File: config.mk
export PLATFORM = sky130hd
export DESIGN_NAME = alu_exec_unit_flat
export DESIGN_NICKNAME = d
export VERILOG_FILES = /design/src/rtl/alu_exec_if.sv /design/src/rtl/alu_exec_unit.sv /design/src/flat_wrapper.sv
export SDC_FILE = /design/constraint.sdc
export NUM_CORES = 1
export LEC_CHECK = 0
export CORE_ASPECT_RATIO = 1.5
export CORE_MARGIN = 3
export CORE_UTILIZATION = 46
export CTS_CLUSTER_DIAMETER = 150
export DETAILED_ROUTE_END_ITERATION = 8
export GPL_TIMING_DRIVEN = 0
export PLACE_DENSITY = 0.65
export SLEW_MARGIN = 10
export SYNTH_ARGS = -nofsm -noshare
export SYNTH_HDL_FRONTEND = slang
export SYNTH_SLANG_ARGS = --single-unit
File: constraint.sdc
create_clock -name CLK -period 3.6 [get_ports CLK]
set_input_delay 0.72 -clock CLK [delete_from_list [all_inputs] [get_ports CLK]]
set_output_delay 0.72 -clock CLK [all_outputs]
set_load 0.05 [all_outputs]
File: src/rtl/alu_exec_if.sv
// Request/response bundle between the issue logic and alu_exec_unit.
// The requester drives the master side and the execute unit uses the slave side.
interface alu_exec_if #(
  parameter int DATA_WIDTH  = 32,
  parameter int SHAMT_WIDTH = 5
);
  logic                   InValid;
  logic                   InReady;
  logic [3:0]             ALUCtrl;
  logic [DATA_WIDTH-1:0]  BusA;
  logic [DATA_WIDTH-1:0]  BusB;
  logic [SHAMT_WIDTH-1:0] Shamt;
  logic                   OutValid;
  logic                   OutReady;
  logic [DATA_WIDTH-1:0]  BusW;
  logic                   Zero;
  logic                   Overflow;
  logic                   Illegal;

  modport master (
    output InValid, ALUCtrl, BusA, BusB, Shamt, OutReady,
    input  InReady, OutValid, BusW, Zero, Overflow, Illegal
  );

  modport slave (
    input  InValid, ALUCtrl, BusA, BusB, Shamt, OutReady,
    output InReady, OutValid, BusW, Zero, Overflow, Illegal
  );
endinterface

File: src/rtl/alu_exec_unit.sv
// Handshaked ALU execute stage with registered result and Zero/Overflow/Illegal flags.
// Define BARREL_SHIFT_EN for one-cycle shifts; otherwise shifts run serially, one bit per cycle.
module alu_exec_unit #(
  parameter int DATA_WIDTH  = 32,
  parameter int SHAMT_WIDTH = 5
) (
  input logic       CLK,
  input logic       Reset_L,
  alu_exec_if.slave bus
);
  localparam logic [3:0] OP_AND  = 4'b0000, OP_OR   = 4'b0001, OP_ADD  = 4'b0010;
  localparam logic [3:0] OP_SLL  = 4'b0011, OP_SRL  = 4'b0100, OP_SUB  = 4'b0110;
  localparam logic [3:0] OP_SLT  = 4'b0111, OP_ADDU = 4'b1000, OP_SUBU = 4'b1001;
  localparam logic [3:0] OP_XOR  = 4'b1010, OP_SLTU = 4'b1011, OP_NOR  = 4'b1100;
  localparam logic [3:0] OP_SRA  = 4'b1101;
  localparam int         MSB     = DATA_WIDTH - 1;

  typedef enum logic [1:0] {S_IDLE = 2'd0, S_SHIFT = 2'd1, S_DONE = 2'd2} state_t;

  typedef struct packed {
    logic [DATA_WIDTH-1:0] w;
    logic                  ovf;
    logic                  ill;
  } res_t;

  state_t                state_q;
  logic [DATA_WIDTH-1:0] busw_q;
  logic                  zero_q;
  logic                  ovf_q;
  logic                  ill_q;
  logic                  accept;
  logic [DATA_WIDTH-1:0] sh_val;
  res_t                  res;

  function automatic logic [DATA_WIDTH-1:0] shift_by(input logic [DATA_WIDTH-1:0]  v,
                                                     input logic [3:0]             c,
                                                     input logic [SHAMT_WIDTH-1:0] amt);
    logic signed [DATA_WIDTH-1:0] sv;
    sv = v;
    case (c)
      OP_SLL:  return v << amt;
      OP_SRL:  return v >> amt;
      default: return sv >>> amt;
    endcase
  endfunction

  function automatic res_t compute(input logic [3:0]            c,
                                   input logic [DATA_WIDTH-1:0] a,
                                   input logic [DATA_WIDTH-1:0] b,
                                   input logic [DATA_WIDTH-1:0] shv);
    logic signed [DATA_WIDTH-1:0] sa;
    logic signed [DATA_WIDTH-1:0] sb;
    logic [DATA_WIDTH-1:0]        sum;
    logic [DATA_WIDTH-1:0]        diff;
    res_t                         r;
    sa   = a;
    sb   = b;
    sum  = a + b;
    diff = a - b;
    r    = '0;
    case (c)
      OP_AND:  r.w = a & b;
      OP_OR:   r.w = a | b;
      OP_XOR:  r.w = a ^ b;
      OP_NOR:  r.w = ~(a | b);
      OP_ADD:  begin r.w = sum;  r.ovf = (a[MSB] == b[MSB]) && (sum[MSB] != a[MSB]);  end
      OP_SUB:  begin r.w = diff; r.ovf = (a[MSB] != b[MSB]) && (diff[MSB] != a[MSB]); end
      OP_ADDU: r.w = sum;
      OP_SUBU: r.w = diff;
      OP_SLT:  r.w = {{(DATA_WIDTH-1){1'b0}}, (sa < sb)};
      OP_SLTU: r.w = {{(DATA_WIDTH-1){1'b0}}, (a < b)};
      OP_SLL, OP_SRL, OP_SRA: r.w = shv;
      default: r.ill = 1'b1;
    endcase
    return r;
  endfunction

  assign bus.InReady = (state_q == S_IDLE) || ((state_q == S_DONE) && bus.OutReady);
  assign accept      = bus.InValid && bus.InReady;

`ifdef BARREL_SHIFT_EN
  assign sh_val = shift_by(bus.BusB, bus.ALUCtrl, bus.Shamt);
`else
  // Serial build: the shift source is loaded into busw_q and shifted in place.
  logic [SHAMT_WIDTH-1:0] cnt_q;
  logic [3:0]             sop_q;
  logic [DATA_WIDTH-1:0]  step;

  function automatic logic is_shift(input logic [3:0] c);
    return (c == OP_SLL) || (c == OP_SRL) || (c == OP_SRA);
  endfunction

  assign sh_val = bus.BusB;
  assign step   = shift_by(busw_q, sop_q, SHAMT_WIDTH'(1));
`endif

  assign res = compute(bus.ALUCtrl, bus.BusA, bus.BusB, sh_val);

  always_ff @(posedge CLK or negedge Reset_L) begin
    if (!Reset_L) begin
      state_q <= S_IDLE;
      busw_q  <= '0;
      zero_q  <= 1'b0;
      ovf_q   <= 1'b0;
      ill_q   <= 1'b0;
`ifndef BARREL_SHIFT_EN
      cnt_q   <= '0;
      sop_q   <= '0;
`endif
    end else if (accept) begin
`ifndef BARREL_SHIFT_EN
      if (is_shift(bus.ALUCtrl) && (bus.Shamt != '0)) begin
        state_q <= S_SHIFT;
        busw_q  <= bus.BusB;
        cnt_q   <= bus.Shamt;
        sop_q   <= bus.ALUCtrl;
        zero_q  <= 1'b0;
        ovf_q   <= 1'b0;
        ill_q   <= 1'b0;
      end else
`endif
      begin
        state_q <= S_DONE;
        busw_q  <= res.w;
        zero_q  <= (res.w == '0);
        ovf_q   <= res.ovf;
        ill_q   <= res.ill;
      end
    end else if ((state_q == S_DONE) && bus.OutReady) begin
      state_q <= S_IDLE;
    end
`ifndef BARREL_SHIFT_EN
    else if (state_q == S_SHIFT) begin
      busw_q <= step;
      cnt_q  <= cnt_q - SHAMT_WIDTH'(1);
      if (cnt_q == SHAMT_WIDTH'(1)) begin
        state_q <= S_DONE;
        zero_q  <= (step == '0);
      end
    end
`endif
  end

  assign bus.OutValid = (state_q == S_DONE);
  assign bus.BusW     = busw_q;
  assign bus.Zero     = zero_q;
  assign bus.Overflow = ovf_q;
  assign bus.Illegal  = ill_q;
endmodule

File: src/flat_wrapper.sv
// flat-port wrapper written by rule: the top's interface ports become plain ports
module alu_exec_unit_flat 
#(
  parameter int DATA_WIDTH  = 32,
  parameter int SHAMT_WIDTH = 5
)
  (CLK, Reset_L, bus_InValid, bus_ALUCtrl, bus_BusA, bus_BusB, bus_Shamt, bus_OutReady, bus_InReady, bus_OutValid, bus_BusW, bus_Zero, bus_Overflow, bus_Illegal);
  alu_exec_if #(.DATA_WIDTH(DATA_WIDTH), .SHAMT_WIDTH(SHAMT_WIDTH)) bus_i ();
  input logic CLK;
  input logic Reset_L;
  input wire logic [$bits(bus_i.InValid)-1:0] bus_InValid;
  input wire logic [$bits(bus_i.ALUCtrl)-1:0] bus_ALUCtrl;
  input wire logic [$bits(bus_i.BusA)-1:0] bus_BusA;
  input wire logic [$bits(bus_i.BusB)-1:0] bus_BusB;
  input wire logic [$bits(bus_i.Shamt)-1:0] bus_Shamt;
  input wire logic [$bits(bus_i.OutReady)-1:0] bus_OutReady;
  output wire logic [$bits(bus_i.InReady)-1:0] bus_InReady;
  output wire logic [$bits(bus_i.OutValid)-1:0] bus_OutValid;
  output wire logic [$bits(bus_i.BusW)-1:0] bus_BusW;
  output wire logic [$bits(bus_i.Zero)-1:0] bus_Zero;
  output wire logic [$bits(bus_i.Overflow)-1:0] bus_Overflow;
  output wire logic [$bits(bus_i.Illegal)-1:0] bus_Illegal;
  assign bus_i.InValid = bus_InValid;
  assign bus_i.ALUCtrl = bus_ALUCtrl;
  assign bus_i.BusA = bus_BusA;
  assign bus_i.BusB = bus_BusB;
  assign bus_i.Shamt = bus_Shamt;
  assign bus_i.OutReady = bus_OutReady;
  assign bus_InReady = bus_i.InReady;
  assign bus_OutValid = bus_i.OutValid;
  assign bus_BusW = bus_i.BusW;
  assign bus_Zero = bus_i.Zero;
  assign bus_Overflow = bus_i.Overflow;
  assign bus_Illegal = bus_i.Illegal;
  alu_exec_unit #(.DATA_WIDTH(DATA_WIDTH), .SHAMT_WIDTH(SHAMT_WIDTH)) u_core (.CLK(CLK), .Reset_L(Reset_L), .bus(bus_i));
endmodule
==> summary.txt <==
Run status
  – Status: finished with violations
  – Violated checks: setup timing

Setup path
  – Crit end category: flop
  – WP data arrival: 4210 ps
  – Delay-heaviest family, CP: simple AND/OR/NAND/NOR gates
  – R2r endpoint: u_core.bus.Zero
  – Worst-path cell chain: clkbuf_4, inv_12, ha_4, buf_6, or4_4, nor4_4, and4_1, a22oi_2, a21o_4, a221o_1, a221oi_2, or2b_1, nor4_2, nand4_1, o31ai_1
  – R2r setup slk: -290 ps
  – CP peak stage delay: 460 ps
  – Reg2reg start: u_core.sop_q[3]
  – Worst Path Buf+Inv: 3
  – Worst reg-to-reg path cell count: 12
  – Worst Path Required: 3800 ps
  – CP max FO: 10
  – Crit path max-delay cell type: or4_4
  – CP startpoint kind: input port
  – Crit Path Category: in2reg

Power and ir drop
  – P_leak: 4.93 nW
  – Total Power: 0.00301 W
  – Pwr dens: 248 nW/µm²
  – Maximum vdd drop: 0.183 mV

Timing
  – Setup WS post-layout: -408 ps
  – Fmax: 250 MHz
  – RSZ-0062 raised after global routing: true
  – Clk_skew: 11.3 ps
  – Post-layout min period: 4010 ps
  – # setup viols final: 4
  – Post-route clock period utilization: 111%
  – Final hold violation count: 0
  – Fin. max-slew vios: 0
  – Slew HR: 42.9%
  – Final hold slack: 325 ps
  – Worst-Margin Slew: 835 ps

Detailed routing
  – Routed vias/inst: 6.70
  – Initial DRC Count: 1186
  – Vias post-DR: 11100
  – Drt drc: 0
  – Post-route antenna net violation count: 0
  – Post-Route WL: 41.0 mm
  – DR pass1 iterations: 6
  – Avg WL per Cell: 24.7 µm

Floorplan
  – Row count: 61
  – Initial core utilization: 47.4%
  – Full die area: 21100 µm²
  – Die height: 176 µm
  – Top-Level Pins: 114
  – CORE AREA: 18800 µm²
  – Die width: 120 µm

Global route
  – Global-route wire length before repair: 61.3 mm
  – Overflow after GRT: 0
  – Pin count of the biggest net entering global routing: 33
  – Initial antenna violation count: 0
  – Vias in the first global route: 10800
  – GRT Util Overall: 37.1%

Clocking
  – Worst skew pair latency: 300 ps
  – CTS Hold Bufs: 0
  – Clock sink total: 46
  – Cts bufs inserted: 5
  – Clock Tree Buf Depth: 2
  – CTS tree: done
  – Clock slew at reported path FFs: 70 ps
  – H-tree level count: 2
  – CTS root buf: clkbuf_16

Yosys
  – Async set or reset register ratio after synthesis: 100%
  – Syn nets: 1397
  – Syn Inst Count: 1217
  – Post-Syn Area: 8900 µm²
  – Synth Area per Inst: 7.32 µm²
  – Ys flop type: dfrtp_1
  – Synth cell types: 106
  – Seq/Total Area, Yosys: 12.9%
  – Post-synth EDFFs: 0
  – Synth Warn #: 0
  – Yosys reg bits: 46

Placement
  – Number of port buffers: 113
  – Gp weighted congestion: 1.04
  – DP HPWL: 31.0 mm
  – DP Worst Slack: -1770 ps

Final layout
  – Synthesis-to-finish area growth: 36.4%
  – Layout cells sized above 1: 26.7%
  – Fin nets: 1587
  – Diodes inserted: 0

Job
  – Max-cap violations: 0

Hold path
  – HP Class: in2async
## metrics by stage
step / utilization [%] / std cells / setup TNS (ps) / area [µm²]
2_1_floorplan: - / 1217 / -75.4 / 9050
3_3_place_gp: 55.9 / 1582 / -37230 / 10500
3_5_place_dp: 56.0 / 1583 / -36590 / 10500
4_1_cts: 61.8 / 1635 / -1250 / 11600
5_1_grt: 64.7 / 1660 / -1220 / 12100
6_report: 64.7 / 1660 / -795 / 12100
## registers in the layout (all words and copies together) (netlist names)
name                 count
u_core.bus.Overflow      1
u_core.bus.Illegal       1
u_core.bus.BusW         32
u_core.sop_q             4
u_core.cnt_q             5
u_core.bus.Zero          1
u_core.state_q           2
## what timing repair did
action,4_1_cts,5_1_grt
pin swaps,36,67
gates resized for setup,272,147
buffers inserted,47,30
gates cloned,1,0
setup endpoints to repair,38,25
## metal layers
metal	wire, µm	up-vias	GRT usage [%]
li1	-	4908	-
met1	14400	5228	41.5
met2	19800	742	64.7
met3	3140	243	4.20
met4	3660	0	26.9
met5	0	-	0
## layout by cell type (no fill, tap or decap), types with 22 or more instances in the layout
cell type,instances
mux2i_1,29
nand4_1,22
o211ai_1,33
ha_1,80
dfrtp_1,46
clkbuf_1,22
o21ai_0,82
a22oi_1,24
buf_4,74
nor2_1,81
buf_6,26
clkdlybuf4s50_1,65
a21oi_1,62
inv_1,73
inv_2,23
nand2_1,119
nand3_1,23
## how the worst max path moves through the flow
stage / startpoint / to / slack [ps] / depth (start not counted)
floorplan: bus_BusA[17] / u_core.bus.Zero / -80 / 14
CTS: bus_ALUCtrl[0] / u_core.bus.Zero / -730 / 14
detailed placement: bus_BusB[1] / u_core.bus.Zero / -1770 / 15
global route: bus_BusB[1] / u_core.bus.Zero / -580 / 17
global placement: bus_ALUCtrl[0] / u_core.bus.Zero / -1750 / 14
finish: bus_BusA[17] / u_core.bus.Zero / -410 / 15
## layout make-up
cell class                 instances  area (µm²)
multi-input combinational        984        7810
fill                            1726        6630
timing repair buffer             189        1680
sequential                        46        1150
buffer                            75         596
inverter                         106         435
tap                              252         315
clock buffer                       5         125
clock inverter                     3        26.3
## worst reg2reg max path, stage by stage, from the launching register on
cell and delay [ps]:
dfrtp_1 400, nor3b_1 340, and2_1 190, clkbuf_1 320, clkbuf_1 540, clkbuf_1 650
mux2i_1 400, nand4_1 130, nor2_1 100, nand4_1 90, o41ai_1 230, o21ai_0 270
o31ai_1 130
## cells in the mapped netlist (all sizes together) (7+ instances only)
cell	n	share of area (%)
o211ai	34	2.9
nor2b	13	0.91
o21bai	10	0.84
nor3	18	1.0
mux2i	29	3.3
o21ai	105	5.9
a22oi	26	2.2
inv	106	4.5
a211oi	18	1.6
a221o	22	2.5
o221ai	17	1.7
nand3	24	1.3
nor2	94	4.1
xnor2	9	0.89
ha	101	14
nor3b	7	0.59
nand2	124	5.3
clkbuf	53	3.6
dfrtp	46	13
a22o	9	0.89
or2	12	0.84
o31ai	19	1.7
o22ai	9	0.63
and2	10	0.72
nand2b	10	0.70
nand4	22	1.5
a221oi	9	0.96
nor4	12	1.2
a21o	16	1.4
buf	28	2.0
a31oi	8	0.56
a311oi	7	0.69
a21oi	85	4.8
## cell families (layout without fill, tap and decap cells)
group | after synthesis | count (layout) | share of synthesized area (%)
compound gates | 457 | 457 | 36.0
xor+xnor | 10 | 10 | 0.984
fa+ha+maj | 103 | 103 | 14.6
buf+inv | 187 | 378 | 10.0
flops | 46 | 46 | 12.9
mux | 33 | 33 | 3.77
simple gates | 381 | 381 | 21.7
## power by group
group / internal, W / switching (W)
logic: 0.000768 / 0.00114
registers: 0.000555 / 0.0000574
clock network: 0.000265 / 0.000226
total: 0.00159 / 0.00142
(Power assumes the default switching activity.)
